## src/rtl/regfile_wb_sequencer.sv

```systemverilog
// Write-side sequencer for the 32x32 register file: merges ALU results and in-order load returns onto one write port.
// Optional same-cycle read bypass ports are built when REGFILE_WB_BYPASS_EN is defined.
module regfile_wb_sequencer #(
    parameter int DEPTH  = 4,
    parameter int DATA_W = 32
) (
    input  logic              clk,
    input  logic              reset,
    input  logic              alu_valid,
    output logic              alu_ready,
    input  logic [4:0]        alu_wsel,
    input  logic [DATA_W-1:0] alu_data,
    input  logic              ld_req_valid,
    output logic              ld_req_ready,
    input  logic [4:0]        ld_req_wsel,
    input  logic              ld_rsp_valid,
    input  logic [DATA_W-1:0] ld_rsp_data,
    output logic              we,
    output logic [4:0]        wsel,
    output logic [DATA_W-1:0] data,
    output logic [31:0]       pending,
    output logic              rsp_err
`ifdef REGFILE_WB_BYPASS_EN
    ,
    input  logic [4:0]        byp_r1sel,
    input  logic [4:0]        byp_r2sel,
    output logic              byp1_hit,
    output logic [DATA_W-1:0] byp1_data,
    output logic              byp2_hit,
    output logic [DATA_W-1:0] byp2_data
`endif
);

    localparam int PTR_W = (DEPTH > 1) ? $clog2(DEPTH) : 1;
    localparam int CNT_W = PTR_W + 1;

    logic [4:0]        r_q_wsel [DEPTH];
    logic [DATA_W-1:0] r_q_data [DEPTH];
    logic [DEPTH-1:0]  r_q_filled;
    logic [PTR_W-1:0]  r_head;
    logic [PTR_W-1:0]  r_tail;
    logic [PTR_W-1:0]  r_fill_ptr;
    logic [CNT_W-1:0]  r_count;
    logic [CNT_W-1:0]  r_unfilled;
    logic [31:0]       r_pending;
    logic              r_we;
    logic [4:0]        r_wsel;
    logic [DATA_W-1:0] r_data;
    logic              r_rsp_err;

    logic              w_full;
    logic              w_head_filled;
    logic              w_head_force;
    logic              w_alu_hs;
    logic              w_ld_hs;
    logic              w_commit_head;
    logic              w_commit;
    logic              w_fill;
    logic              w_err;
    logic [4:0]        w_cm_sel;
    logic [DATA_W-1:0] w_cm_data;
    logic [31:0]       w_pend_set;
    logic [31:0]       w_pend_clr;

    // Arbitration, handshakes and scoreboard update vectors
    always_comb begin
        w_full        = (r_count == CNT_W'(DEPTH));
        w_head_filled = (r_count != {CNT_W{1'b0}}) && r_q_filled[r_head];
        w_head_force  = w_full && w_head_filled;
        alu_ready     = !w_head_force;
        ld_req_ready  = !w_full && !r_pending[ld_req_wsel];
        w_alu_hs      = alu_valid && alu_ready;
        w_ld_hs       = ld_req_valid && ld_req_ready;
        // A full queue with a ready head would deadlock issue, so it beats the ALU
        w_commit_head = w_head_force || (!w_alu_hs && w_head_filled);
        w_commit      = w_commit_head || w_alu_hs;
        w_fill        = ld_rsp_valid && (r_unfilled != {CNT_W{1'b0}});
        w_err         = ld_rsp_valid && (r_unfilled == {CNT_W{1'b0}});
        if (w_commit_head) begin
            w_cm_sel   = r_q_wsel[r_head];
            w_cm_data  = r_q_data[r_head];
            w_pend_clr = 32'd1 << r_q_wsel[r_head];
        end else begin
            w_cm_sel   = alu_wsel;
            w_cm_data  = alu_data;
            w_pend_clr = 32'd0;
        end
        if (w_ld_hs && (ld_req_wsel != 5'd0)) begin
            w_pend_set = 32'd1 << ld_req_wsel;
        end else begin
            w_pend_set = 32'd0;
        end
    end

    // Queue payload storage; contents are only meaningful while counted
    always_ff @(posedge clk) begin
        if (w_ld_hs) begin
            r_q_wsel[r_tail] <= ld_req_wsel;
        end
        if (w_fill) begin
            r_q_data[r_fill_ptr] <= ld_rsp_data;
        end
    end

    // Queue control: pointers, counts and filled flags
    always_ff @(posedge clk) begin
        if (reset) begin
            r_head     <= {PTR_W{1'b0}};
            r_tail     <= {PTR_W{1'b0}};
            r_fill_ptr <= {PTR_W{1'b0}};
            r_count    <= {CNT_W{1'b0}};
            r_unfilled <= {CNT_W{1'b0}};
            r_q_filled <= {DEPTH{1'b0}};
        end else begin
            if (w_commit_head) begin
                r_q_filled[r_head] <= 1'b0;
                r_head             <= r_head + PTR_W'(1);
            end
            if (w_fill) begin
                r_q_filled[r_fill_ptr] <= 1'b1;
                r_fill_ptr             <= r_fill_ptr + PTR_W'(1);
            end
            if (w_ld_hs) begin
                r_q_filled[r_tail] <= 1'b0;
                r_tail             <= r_tail + PTR_W'(1);
            end
            if (w_ld_hs && !w_commit_head) begin
                r_count <= r_count + CNT_W'(1);
            end else if (!w_ld_hs && w_commit_head) begin
                r_count <= r_count - CNT_W'(1);
            end
            if (w_ld_hs && !w_fill) begin
                r_unfilled <= r_unfilled + CNT_W'(1);
            end else if (!w_ld_hs && w_fill) begin
                r_unfilled <= r_unfilled - CNT_W'(1);
            end
        end
    end

    // Registered write port, scoreboard and error pulse
    always_ff @(posedge clk) begin
        if (reset) begin
            r_we      <= 1'b0;
            r_wsel    <= 5'd0;
            r_data    <= {DATA_W{1'b0}};
            r_pending <= 32'd0;
            r_rsp_err <= 1'b0;
        end else begin
            r_we      <= w_commit && (w_cm_sel != 5'd0);
            r_rsp_err <= w_err;
            r_pending <= ((r_pending & ~w_pend_clr) | w_pend_set) & ~32'd1;
            if (w_commit) begin
                r_wsel <= w_cm_sel;
                r_data <= w_cm_data;
            end
        end
    end

    assign we      = r_we;
    assign wsel    = r_wsel;
    assign data    = r_data;
    assign pending = r_pending;
    assign rsp_err = r_rsp_err;

`ifdef REGFILE_WB_BYPASS_EN
    assign byp1_hit  = r_we && (r_wsel == byp_r1sel) && (r_wsel != 5'd0);
    assign byp2_hit  = r_we && (r_wsel == byp_r2sel) && (r_wsel != 5'd0);
    assign byp1_data = r_data;
    assign byp2_data = r_data;
`else
    // Without bypass the read stage sees a write only after the file updates
`endif

endmodule

```

## config.mk

```make
export PLATFORM = sky130hd
export DESIGN_NAME = regfile_wb_sequencer
export DESIGN_NICKNAME = d
export VERILOG_FILES = /design/src/rtl/regfile_wb_sequencer.sv
export SDC_FILE = /design/constraint.sdc
export NUM_CORES = 1
export LEC_CHECK = 0
export ABC_AREA = 0
export BUFFER_PORTS_ARGS = -buffer_cell sky130_fd_sc_hd__buf_2
export CELL_PAD_IN_SITES_DETAIL_PLACEMENT = 0
export CELL_PAD_IN_SITES_GLOBAL_PLACEMENT = 1
export CORE_MARGIN = 2
export CORE_UTILIZATION = 50
export DETAILED_ROUTE_END_ITERATION = 10
export GPL_TIMING_DRIVEN = 0
export PLACE_DENSITY = 0.93
export SYNTH_ARGS = -nofsm -noshare
export SYNTH_HDL_FRONTEND = slang
export SYNTH_SLANG_ARGS = --single-unit
```

## constraint.sdc

```tcl
create_clock -name clk -period 6.3 [get_ports clk]
set_clock_uncertainty 0.1 [all_clocks]
set_input_delay 0.315 -clock clk [delete_from_list [all_inputs] [get_ports clk]]
set_output_delay 0.315 -clock clk [all_outputs]
set_load 0.02 [all_outputs]
```

==> results of run 1 <==
-- metal layers --
layer  up-vias  GRT usage, %  part of all wire (%)
li1       3037             -                     -
met1      3219          28.1                    41
met2       228          38.4                    50
met3        39          3.97                   6.7
met4         2          6.66                   2.1
met5         -             0                 0.048
-- worst reg2reg max path: cells and delay by family, from the launching register on --
kind | cells | cell delay [ns]
AO/OA/AOI/OAI | 2 | 0.30
XOR/XNOR | 1 | 0.17
adder cells (fa/ha/maj) | 2 | 0.58
buffers and inverters | 2 | 0.41
flip-flops | 1 | 0.34
multiplexers | 1 | 0.52
AND/OR/NAND/NOR | 3 | 1.09
-- stage by stage --
stage          instance area [um2]  util, %  setup slack [ns]  instances
2_1_floorplan                 9800        -              3.14        684
4_1_cts                      12000     62.2              2.35       1179
3_3_place_gp                 10900     56.3              2.42       1098
3_5_place_dp                 10900     56.4              2.36       1099
6_report                     12000     62.3              2.35       1180
5_1_grt                      12000     62.2              2.09       1179
-- flip-flops by register name, indices dropped and copies added (netlist names), named ones only --
name / count
r_unfilled: 3
r_q_data: 128
data: 32
r_q_filled: 4
we: 1
r_tail: 2
rsp_err: 1
r_count: 3
pending: 31
r_fill_ptr: 2
r_q_wsel: 20
r_head: 2
wsel: 5
-- placed cells by master (no fill, tap or decap), drive strengths merged, types with 5 or more instances in the layout --
master	Yosys	routed
a211oi	38	38
and2	5	5
buf	17	167
clkbuf	26	59
clkinv	0	9
dfxtp	88	88
dlygate4sd3	0	36
edfxtp	148	148
ha	14	14
inv	19	19
mux2i	42	42
mux4	43	43
nand2	17	17
nand2b	17	17
nand3	6	6
nor2	52	52
nor2b	32	32
o21ai	47	47
o31ai	16	16
o41ai	6	6
or3	5	5
-- area by class of cell --
type | instances | area, um2 | share of cell area, %
clock inverter | 11 | 113 | 0.936
tap | 265 | 332 | 2.75
multi-input combinational | 386 | 3320 | 27.6
antenna | 1 | 2.50 | 0.0208
buffer | 43 | 208 | 1.73
inverter | 19 | 71.3 | 0.593
clock buffer | 33 | 654 | 5.44
sequential | 236 | 6210 | 51.6
timing repair buffer | 186 | 1130 | 9.42
-- where the power goes --
group          switching, mW  internal (mW)  total, mW
clock                  0.571          0.809       1.38
combinational          0.486          0.338      0.824
sequential            0.0826           1.85       1.93
total                   1.14           3.00       4.13
-- kinds of logic after synthesis --
| family | after synthesis | synth area share [%] |
|---|---|---|
| DFF | 236 | 63.3 |
| and+or+nand+nor | 152 | 8.07 |
| AOI/OAI and AO/OA | 122 | 8.30 |
| muxes | 89 | 14.7 |
| buffers and inverters | 62 | 2.85 |
| adders and majority gates | 16 | 2.20 |
| xor gates and xnor gates | 6 | 0.536 |
| other | 1 | 0.0383 |
-- worst min path at each step --
stage / from / endpoint / slack [ns] / cells past startpoint
finish: ld_req_wsel[4] / r_q_wsel[1][4] / 0.03 / 1
global route: ld_req_wsel[4] / r_q_wsel[1][4] / 0.03 / 1
CTS: ld_req_wsel[2] / r_q_wsel[0][2] / 0.001 / 1
detailed placement: r_q_filled[3] / r_q_filled[3] / 0.39 / 2
global placement: r_unfilled[2] / r_unfilled[2] / 0.38 / 2
floorplan: ld_rsp_data[0] / r_q_data[0][0] / 0.31 / 0
-- what timing repair did --
action                                  in CTS  in global routing
endpoints found under the setup margin       0                  0
setup buffers                                0                  0
hold buffers                                36                  0
endpoints found under the hold margin      141                  0
==> flow_metrics.py, run 1 <==
metrics = {
    "hold_path": {
        "hold_class": "in -> reg",
    },
    "detailed_routing": {
        "wl_mm": 22.8,
        "drc": 0,
        "postRouteAntennaNets": 0,
        "routed-via-count": 6525,
        "dr.pass1.iters": 5,
        "dr.first_iter.drc_count": 356,
        "wl_per_cell_um": 19.3,
        "drt-vias-per-instance": 5.53,
    },
    "critical_path": {
        "endpoint_kind": "flop",
        "required_ns": 6.64,
        "rr_worst_depth": 11,
        "r2r_start": "pending[22]",
        "crit_chain": "dlygate4sd3_1, buf_2, buf_6, mux4_1, nand3b_1, a41oi_1, nor4_1, buf_2, ha_1, inv_1, fa_1, xor2_1, or3_1, a21oi_1",
        "crit_fanout": 11,
        "startpoint": "ld_req_wsel[0]",
        "cp_top_family": "buffers and inverters",
        "start_kind": "primary input",
        "arrival_ns": 4.29,
        "r2r-end": "r_count[2]",
        "crit_path_top_delay_cell": "nor4_1",
        "critPathMaxStageDelay_ns": 0.64,
        "crit_buf_inv": 5,
        "reg2reg_slack_ns": 2.72,
        "critical_path_class": "in -> reg",
        "path_common_cell": "buf_2",
        "worstSetupPathDepth": 14,
        "setup.worst_path.end": "r_count[2]",
    },
    "synthesis": {
        "synth_cell_type_count": 50,
        "async_reset_ff_share_pct": 0,
        "syn_area_um2": 9800,
        "synth-edff-count": 148,
        "synth_top_area_share_pct": 45.3,
        "ys.flop_type": "edfxtp_1",
        "yosys.cell_count.top_type": "edfxtp_1",
        "syn_inst": 684,
        "syn_area_per_cell_um2": 14.3,
        "ys_seq_elements": 236,
        "synth_nets": 779,
        "seq_area_frac_synth_pct": 63.3,
        "synth_common_cells": "edfxtp_1 (148), dfxtp_1 (88), nor2_1 (52), o21ai_0 (46), mux2i_1 (42)",
        "yosysTopAreaCell": "edfxtp_1",
        "synth-warning-count": 0,
        "synthTopCellsByArea": "edfxtp_1 (45%), dfxtp_1 (18%), mux4_2 (9.4%), mux2i_1 (4.3%), a211oi_1 (2.9%)",
    },
    "layout": {
        "layout-drive-gt1-share_pct": 26.8,
        "nets": 991,
        "area_growth_pct": 22.8,
        "fillCellCount": 1439,
    },
    "run_status": {
        "status": "completed",
    },
    "cts": {
        "cts_made_buffers": 24,
        "cts_root_buf": "clkbuf_16",
        "clkSlewWorstSetupHoldPaths_ns": 0.06,
        "cts.path.max_buffers": 3,
        "cts_tree": "done",
        "worstSkewPairLatency_ns": 0.52,
        "cts_resized": 0,
        "cts.sink_count": 236,
        "htreeDepth": 1,
    },
    "sta": {
        "period_minus_slack_ns": 3.95,
        "hold_ws_ns": 0.0327,
        "max_freq_mhz": 253,
        "setup_tns_ns": 0,
        "setup_viol": 0,
        "period_share_pct": 62.8,
        "final-hold-violation-count": 0,
        "maxSlewViolCount": 0,
        "rsz0062_at_grt": "no",
        "maxSlewHeadroom_pct": 15.7,
        "worstMarginPinSlew_ns": 1.25,
    },
    "place": {
        "io_buffers": 149,
        "hpwl_mm": 15.3,
        "place_congestion": 0.828,
    },
    "global_routing": {
        "grt_max_degree": 33,
        "grt_first_pass_wirelength_mm": 35.1,
        "globalRouteTotalUtil_pct": 22.0,
        "overflow": 0,
        "grt_pass1_vias": 6579,
        "antenna_found_initial": 2,
    },
    "die": {
        "die_h_um": 144,
        "core_um2": 19300,
        "rows": 51,
        "die_area_um2": 20700,
        "io_pins": 152,
        "start_util_pct": 50.7,
        "die_w_um": 144,
    },
    "power_and_ir_drop": {
        "leakagePower_nw": 4.53,
        "max-vdd-ir-drop_mv": 0.326,
        "p_per_area_nw_per_um2": 344,
        "finalPower_mw": 4.13,
    },
    "flow_run": {
        "cap_violations": 0,
    },
}
No activity file was read; power rests on OpenSTA's default activity.
==> run 2: changes to the inputs <==
- CORE_UTILIZATION: 50 -> 47
- PLACE_DENSITY: 0.93 -> 0.89
- clock period: 6.3 -> 4.1 ns (I/O delays scaled with it)
==> run 2 against run 1 <==
  * Non-clock buffer count rose by 38
  * Sequential cell count stayed put
  * Clock power grew 52%
  * Critical endpoint unchanged
  * Highest routed layer is now met4
==> flow_metrics.py, run 2 (synthesized netlist as in run 1, its figures left out) <==
metrics = {
    "sta": {
        "rsz0062_at_grt": "no",
        "timing.final.ws_setup_ns": 0.155,
        "maxSlewViolCount": 0,
        "setup_tns_ns": 0,
        "maxSlewHeadroom_pct": 26.8,
        "period_share_pct": 96.2,
        "period_minus_slack_ns": 3.95,
        "worstMarginPinSlew_ns": 1.08,
        "setup_viol": 0,
        "final-hold-violation-count": 0,
        "max_freq_mhz": 253,
        "hold_ws_ns": 0.115,
    },
    "cts": {
        "hold_buffers": 75,
        "worstSkewPairLatency_ns": 0.54,
        "clkSlewWorstSetupHoldPaths_ns": 0.06,
        "cts_tree": "done",
        "cts.sink_count": 236,
        "cts_made_buffers": 25,
        "cts_setup_buffers": 0,
        "cts_resized": 0,
        "htreeDepth": 1,
        "cts.path.max_buffers": 3,
        "cts_root_buf": "clkbuf_16",
    },
    "global_routing": {
        "grt_first_pass_wirelength_mm": 37.6,
        "antenna_found_initial": 0,
        "globalRouteTotalUtil_pct": 21.8,
        "grt_max_degree": 33,
        "overflow": 0,
        "grt_pass1_vias": 7010,
    },
    "layout": {
        "fillCellCount": 1525,
        "largest_reg_flops": 128,
        "fin_util_pct": 60.9,
        "fin_area_um2": 12400,
        "diodes": 0,
        "layout_commonest_cell": "buf_2",
        "fin_cells": 1224,
        "regMostFlops": "r_q_data",
        "nets": 1030,
        "layout-drive-gt1-share_pct": 25.7,
        "mostFrequentLayoutCells": "buf_2 (153), edfxtp_1 (148), dfxtp_1 (88)",
        "area_growth_pct": 26.5,
    },
    "critical_path": {
        "r2r_start": "pending[28]",
        "crit_chain": "dlygate4sd3_1, buf_2, buf_6, mux4_1, nand3_1, a41oi_1, nor4_1, buf_2, ha_1, inv_1, fa_1, xor2_1, or3_1, a21oi_1",
        "crit_path_top_delay_cell": "nor4_1",
        "path_common_cell": "buf_2",
        "cp_top_family": "buffers and inverters",
        "worstSetupPathDepth": 14,
        "r2r-end": "r_count[2]",
        "start_kind": "primary input",
        "crit_buf_inv": 5,
        "critPathMaxStageDelay_ns": 0.72,
        "endpoint_kind": "flop",
        "required_ns": 4.45,
        "startpoint": "ld_req_wsel[0]",
        "arrival_ns": 4.29,
        "crit_fanout": 11,
        "critical_path_class": "in -> reg",
        "rr_worst_depth": 11,
        "reg2reg_slack_ns": 0.44,
    },
    "power_and_ir_drop": {
        "p_seq_share_pct": 46.5,
        "swShare_pct": 28.3,
        "p_per_area_nw_per_um2": 515,
        "finalPower_mw": 6.38,
        "switchingPower_mw": 1.80,
        "max-vdd-ir-drop_mv": 0.414,
        "p_clk_share_pct": 33.0,
        "leakagePower_nw": 4.68,
        "internal-power_mw": 4.58,
        "pwr-share-comb_pct": 20.5,
    },
    "detailed_routing": {
        "drt-vias-per-instance": 5.57,
        "dr.first_iter.drc_count": 434,
        "routed-via-count": 6814,
        "wl_mm": 24.1,
        "drc": 0,
        "wl_per_cell_um": 19.7,
        "postRouteAntennaNets": 0,
        "dr.pass1.iters": 5,
    },
    "die": {
        "io_pins": 152,
        "die_area_um2": 22000,
        "rows": 52,
        "core_um2": 20400,
        "start_util_pct": 48.1,
        "die_h_um": 148,
        "die_w_um": 148,
    },
    "hold_path": {
        "min_to": "pending[11]",
        "whs_path_depth": 4,
        "hold_class": "in -> reg",
        "worstHoldStart": "ld_req_valid",
    },
    "flow_run": {
        "cap_violations": 0,
    },
    "place": {
        "io_buffers": 149,
        "dp_cells": 1103,
        "hpwl_mm": 15.1,
        "place_congestion": 0.826,
        "dpl_cell_area_um2": 10900,
        "dp_worst_setup_slack_ns": 0.258,
    },
    "run_status": {
        "status": "completed",
    },
}
## run 2: cell types whose count changed in the layout (fill, tap and decap cells not counted), sizes merged
cell	before	now
clkinv	9	7
buf	167	166
diode	1	0
inv	19	21
clkbuf	59	63
dlygate4sd3	36	75
bufinv	2	0
## run 2: layer usage
metal	share of wire [%]	global-route usage [%]	up-vias
met5	0	0	-
met4	2.5	7.14	0
met3	6.8	3.90	52
met2	49	36.8	292
met1	42	28.7	3361
li1	-	-	3109
## run 2: power by group through the flow
stage | clock network (mW) | logic (mW) | registers [mW]
6_report | 2.10 | 1.31 | 2.97
5_1_grt | 2.22 | 1.43 | 2.99
4_1_cts | 2.13 | 1.31 | 2.96
3_5_place_dp | 0 | 1.25 | 3.01
3_3_place_gp | 0 | 1.22 | 3.00
2_1_floorplan | 0 | 0.784 | 3.07
## run 2: how the worst max path moves through the flow
| stage | end | slack [ns] |
|---|---|---|
| 2_1_floorplan | r_count[2] | 1.03 |
| 3_3_place_gp | r_unfilled[2] | 0.35 |
| 3_5_place_dp | r_count[2] | 0.26 |
| 4_1_cts | r_count[2] | 0.27 |
| 5_1_grt | r_unfilled[2] | 0.01 |
| 6_report | r_count[2] | 0.15 |
## run 2: tightest hold or removal path, delay by kind of cell
kind / cells / cell delay, ns
AOI/OAI and AO/OA: 1 / 0.09
and+or+nand+nor: 2 / 0.28
buffers and inverters: 1 / 0.11
## run 2: final cells by class
cell class / count / area [um2] / share of cell area [%]
Clock buffer: 37 / 701 / 5.65
Sequential cell: 236 / 6210 / 50.1
Timing Repair Buffer: 224 / 1500 / 12.1
Buffer: 43 / 208 / 1.68
Clock inverter: 9 / 62.6 / 0.505
Inverter: 19 / 71.3 / 0.575
Multi-Input combinational cell: 386 / 3320 / 26.8
Tap cell: 270 / 338 / 2.72
